<file path="config.mk">
export PLATFORM = sky130hd
export DESIGN_NAME = debounce_edge_det
export DESIGN_NICKNAME = d
export VERILOG_FILES = /design/src/rtl/debounce_pkg.sv /design/src/rtl/sync_chain.sv /design/src/rtl/debounce_edge_det.sv
export SDC_FILE = /design/constraint.sdc
export NUM_CORES = 1
export LEC_CHECK = 0
export BUFFER_PORTS_ARGS = -buffer_cell sky130_fd_sc_hd__buf_2
export CORE_AREA = 3 3 40 42
export DETAILED_ROUTE_END_ITERATION = 12
export DIE_AREA = 0 0 43 45
export PLACE_DENSITY = 0.49
export SYNTH_ARGS = -nofsm -noshare
export SYNTH_HDL_FRONTEND = slang
export SYNTH_SLANG_ARGS = --single-unit
</file>
<file path="constraint.sdc">
create_clock -name clk -period 3.6 [get_ports clk]
set_clock_uncertainty 0.15 [all_clocks]
set_input_delay 0.54 -clock clk [delete_from_list [all_inputs] [get_ports clk]]
set_output_delay 0.54 -clock clk [all_outputs]
set_load 0.1 [all_outputs]
</file>
<file path="src/rtl/debounce_pkg.sv">
// Shared types and default constants for the debounce / edge-detect front end.
package debounce_pkg;

  typedef enum logic [1:0] {
    STABLE_LO = 2'd0,
    WAIT_HI   = 2'd1,
    STABLE_HI = 2'd2,
    WAIT_LO   = 2'd3
  } deb_state_e;

  localparam int unsigned SYNC_STAGES_DEF   = 2;
  localparam int unsigned STABLE_CYCLES_DEF = 4;

endpackage

</file>
<file path="src/rtl/sync_chain.sv">
// N-stage single-bit synchroniser with async active-low reset to a configurable value.
module sync_chain #(
  parameter int unsigned N       = 2,
  parameter logic        RST_VAL = 1'b0
) (
  input  logic clk,
  input  logic rst,
  input  logic d,
  output logic q
);

  logic [N-1:0] stages;

  always_ff @(posedge clk or negedge rst) begin
    if (!rst) stages <= {N{RST_VAL}};
    else      stages <= {stages[N-2:0], d};
  end

  assign q = stages[N-1];

endmodule

</file>
<file path="src/rtl/debounce_edge_det.sv">
// Synchronise, debounce and edge-detect a raw asynchronous input.
// Optional DEBOUNCE_EDGE_COUNT_EN adds an 8-bit wrapping count of accepted rises (edge_cnt).
module debounce_edge_det
  import debounce_pkg::*;
#(
  parameter int unsigned SYNC_STAGES   = SYNC_STAGES_DEF,
  parameter int unsigned STABLE_CYCLES = STABLE_CYCLES_DEF,
  parameter logic        RESET_LEVEL   = 1'b0
) (
  input  logic       clk,
  input  logic       rst,
  input  logic       din,
  output logic       level,
  output logic       rise,
  output logic       fall,
  output logic       busy
`ifdef DEBOUNCE_EDGE_COUNT_EN
  ,
  output logic [7:0] edge_cnt
`endif
);

  localparam int unsigned CNT_W = $clog2(STABLE_CYCLES) + 1;
  localparam logic [CNT_W-1:0] CNT_LAST = CNT_W'(STABLE_CYCLES - 1);
  localparam deb_state_e RST_STATE = RESET_LEVEL ? STABLE_HI : STABLE_LO;

  logic             s;
  deb_state_e       state_q, state_d;
  logic [CNT_W-1:0] cnt_q, cnt_d;
  logic             level_d, rise_d, fall_d, busy_d;

  sync_chain #(
    .N       (SYNC_STAGES),
    .RST_VAL (RESET_LEVEL)
  ) u_sync (
    .clk (clk),
    .rst (rst),
    .d   (din),
    .q   (s)
  );

  always_ff @(posedge clk or negedge rst) begin
    if (!rst) begin
      state_q <= RST_STATE;
      cnt_q   <= '0;
      level   <= RESET_LEVEL;
      rise    <= 1'b0;
      fall    <= 1'b0;
      busy    <= 1'b0;
    end else begin
      state_q <= state_d;
      cnt_q   <= cnt_d;
      level   <= level_d;
      rise    <= rise_d;
      fall    <= fall_d;
      busy    <= busy_d;
    end
  end

  // Qualification FSM: a change is accepted only after STABLE_CYCLES consecutive samples.
  always_comb begin
    state_d = state_q;
    cnt_d   = cnt_q;
    level_d = level;
    rise_d  = 1'b0;
    fall_d  = 1'b0;
    case (state_q)
      STABLE_LO: begin
        if (s) begin
          state_d = WAIT_HI;
          cnt_d   = CNT_W'(1);
        end
      end
      WAIT_HI: begin
        if (!s) begin
          state_d = STABLE_LO;
          cnt_d   = '0;
        end else if (cnt_q >= CNT_LAST) begin
          state_d = STABLE_HI;
          cnt_d   = '0;
          level_d = 1'b1;
          rise_d  = 1'b1;
        end else begin
          cnt_d = cnt_q + CNT_W'(1);
        end
      end
      STABLE_HI: begin
        if (!s) begin
          state_d = WAIT_LO;
          cnt_d   = CNT_W'(1);
        end
      end
      WAIT_LO: begin
        if (s) begin
          state_d = STABLE_HI;
          cnt_d   = '0;
        end else if (cnt_q >= CNT_LAST) begin
          state_d = STABLE_LO;
          cnt_d   = '0;
          level_d = 1'b0;
          fall_d  = 1'b1;
        end else begin
          cnt_d = cnt_q + CNT_W'(1);
        end
      end
      default: begin
        state_d = RST_STATE;
        cnt_d   = '0;
      end
    endcase
    busy_d = (state_d == WAIT_HI) || (state_d == WAIT_LO);
  end

`ifdef DEBOUNCE_EDGE_COUNT_EN
  always_ff @(posedge clk or negedge rst) begin
    if (!rst)        edge_cnt <= 8'd0;
    else if (rise_d) edge_cnt <= edge_cnt + 8'd1;
  end
`endif

endmodule

</file>
==> results.sh <==
export IMPL_status="finished clean"
export IMPL_clock_latency_ns=0.25
export IMPL_start_util_pct=34.1
export IMPL_synth_ff_latch_count=10
export IMPL_cp_slowest_cell="dfrtp_1"
export IMPL_first_global_vias=303
export IMPL_power_frac_seq_pct=37.6
export IMPL_drive_gt1_share_pct=32.6
export IMPL_clock_sink_count=10
export IMPL_p_sw_share_pct=47.3
export IMPL_grt_setup_unrepaired="no"
export IMPL_final_cells=58
export IMPL_syn_area_um2=438
export IMPL_worst_pin_slew_ns=0.488
export IMPL_dominantRegCellSynth="dfrtp_1"
export IMPL_comb_power_share_pct=48.1
export IMPL_avgViaCountPerCell=4.67
export IMPL_wire_per_inst_um=12.4
export IMPL_io_buffers=6
export IMPL_vias=271
export IMPL_core_um2=1280
export IMPL_globalRoute_totalOverflow=0
export IMPL_synth_simple_gate_area_share_pct=12.9
export IMPL_clkPwrFrac_pct=14.2
export IMPL_clockBufferDepth=2
export IMPL_antenna_found_initial=0
export IMPL_setup_tns_ns=0
export IMPL_cp_slowest_stage_delay_ns=0.43
export IMPL_mostFrequentLayoutCell="dfrtp_1"
export IMPL_synth_top_family_by_area="compound AO/OA/AOI/OAI gates"
export IMPL_die_h_um=45
export IMPL_fin_crit_sh_pct=52.1
export IMPL_path_class="reg2reg"
export IMPL_grt_pass1_wl_um=1320
export IMPL_hold_violations=0
export IMPL_syn_num_nets=38
export IMPL_worstPathMaxFanout=5
export IMPL_utilization_pct=40.4
export IMPL_drc=0
export IMPL_netlist_cell_type_count=19
export IMPL_cts_setup_buffers=0
export IMPL_drv_cap=0
export IMPL_yosysSeqAreaShare_pct=57.1
export IMPL_start_kind="register"
export IMPL_grt_max_degree=11
export IMPL_syn_area_per_cell_um2=13.3
export IMPL_ir_drop_mv=0.323
export IMPL_final_cell_mix="dfrtp_1 (10), buf_2 (6), clkbuf_4 (3)"
export IMPL_htreeDepth=1
export IMPL_slew_viol_final=0
export IMPL_worst_path_most_repeated_cell="ha_1"
export IMPL_fin_ws_ns=1.72
export IMPL_pin_count=7
export IMPL_dieArea_um2=1940
export IMPL_yosysWarnings=0
export IMPL_design_area_um2=519
export IMPL_cp_end_kind="register"
export IMPL_synthAdderAreaFrac_pct=5.71
export IMPL_die_w_um=43
export IMPL_wl_um=722
export IMPL_yosysTopAreaCell="dfrtp_1"
export IMPL_max_slew_margin_pct=67.7
export IMPL_dr_pass1_iters=2
export IMPL_cts_repair_resized=0
export IMPL_rows=13
export IMPL_dpl_hpwl_um=579
export IMPL_clkTransAtPathRegs_ns=0.06
export IMPL_crit_chain="ha_1, ha_1, a211o_1, nand2_1, mux2_1"
export IMPL_cts_buffers=3
export IMPL_hold_class="reg2reg"
export IMPL_detail_route_antenna_nets=0
export IMPL_fmax_mhz=533
export IMPL_area_delta_synth_final_pct=18.6
export IMPL_dp_cells=54
export IMPL_synth_edff_count=0
export IMPL_worstPathArrival_ns=1.85
export IMPL_cp_required_ns=3.58
export IMPL_period_needed_ns=1.88
export IMPL_cts_root_buf="clkbuf_4"
export IMPL_synth_top_cell_area_share_pct=57.1
export IMPL_dp_worst_setup_slack_ns=1.72
export IMPL_yosys_area_share_xor_xnor_pct=3.71
export IMPL_p_leak_uw=0.000247
export IMPL_synth_area_leaders="dfrtp_1 (57%), ha_1 (5.7%), a2bb2o_4 (4.6%), xor2_2 (3.7%), nor3b_1 (3.4%)"
export IMPL_fin_nets=50
export IMPL_grt_use_total_pct=9.72
export IMPL_power_switching_uw=234
export IMPL_drt_iter0_drc=5
export IMPL_place_area_um2=487
export IMPL_netlist_instances=33
export IMPL_muxShareOfSynthArea_pct=2.57
export IMPL_powerDensity_nw_per_um2=954
export IMPL_hold_depth=0
export IMPL_r2r_cells=5
export IMPL_async_flop_share_pct=100
export IMPL_p_int_uw=261
export IMPL_setup_viol=0
export IMPL_synth_compound_area_share_pct=16.3
export IMPL_cts_tree="yes"
export IMPL_antenna_cells=0
export IMPL_place_gp_congestion=0.669
power groups by stage:
stage / clock [uW] / combinational [uW] / sequential [uW]
floorplan: 0 / 111 / 273
global placement: 0 / 233 / 185
detailed placement: 0 / 240 / 189
CTS: 73.0 / 242 / 187
global route: 81.8 / 257 / 193
finish: 70.6 / 238 / 186
worst max-delay path, delay by kind of cell (launching register included):
kind                     cells  cell delay (ns)
AO/OA/AOI/OAI                1             0.29
flip-flops                   1             0.43
multiplexers                 1             0.33
AND/OR/NAND/NOR              1             0.12
adder cells (fa/ha/maj)      2             0.44
what timing repair did:
action                                 CTS  global route
setup endpoints to repair                0             0
endpoints found under the hold margin   10             0
hold buffers                             1             0
routing by layer:
metal | GRT usage [%] | up-vias | part of all wire [%] | wire [um]
li1 | - | 138 | - | -
met4 | 5.42 | 0 | 0 | 0
met1 | 11.6 | 127 | 49 | 355
met3 | 4.78 | 0 | 5.1 | 37
met5 | 0 | - | 0 | 0
met2 | 14.4 | 6 | 45 | 328
flip-flops by register name, summed over array words and instances, names as in the netlist:
name	count
rise	1
cnt_q	3
u_sync.stages	2
fall	1
busy	1
level	1
state_q	1
metrics by stage:
step	power, uW	hold WS (ns)
after detailed placement	429	0.197
after CTS	502	0.211
after global placement	418	0.192
after floorplan	384	0.0944
after global routing	532	0.218
final	495	0.209
logic make-up after synthesis:
family / count (synthesis)
AND/OR/NAND/NOR: 9
AO/OA/AOI/OAI: 8
XOR/XNOR: 1
multiplexers: 1
buffers and inverters: 2
adder cells (fa/ha/maj): 2
flip-flops: 10
cell type report:
type	count	area, um2
repair buffers	7	40.0
flip-flops and latches	10	250
multi-input cells	21	180
fillers	129	766
inverters	2	7.51
well taps	15	18.8
clock buffers	3	22.5
cell usage after synthesis, types with 2 or more instances:
| library cell | count |
|---|---|
| ha_1 | 2 |
| dfrtp_1 | 10 |
| nor2_1 | 2 |
| nor3b_1 | 2 |
| a21oi_1 | 2 |
| inv_1 | 2 |
worst paths after layout:
kind                                    endpoint  slack [ns]             start
min in group asynchronous                   fall        0.52               rst
worst min-delay path            u_sync.stages[1]        0.21  u_sync.stages[0]
worst min register to register  u_sync.stages[1]        0.21  u_sync.stages[0]
worst max-delay path                  state_q[1]        1.72          cnt_q[0]
max in group asynchronous             state_q[1]        2.59               rst
worst max register to register        state_q[1]        1.72          cnt_q[0]
No activity file was read; power rests on OpenSTA's default activity.
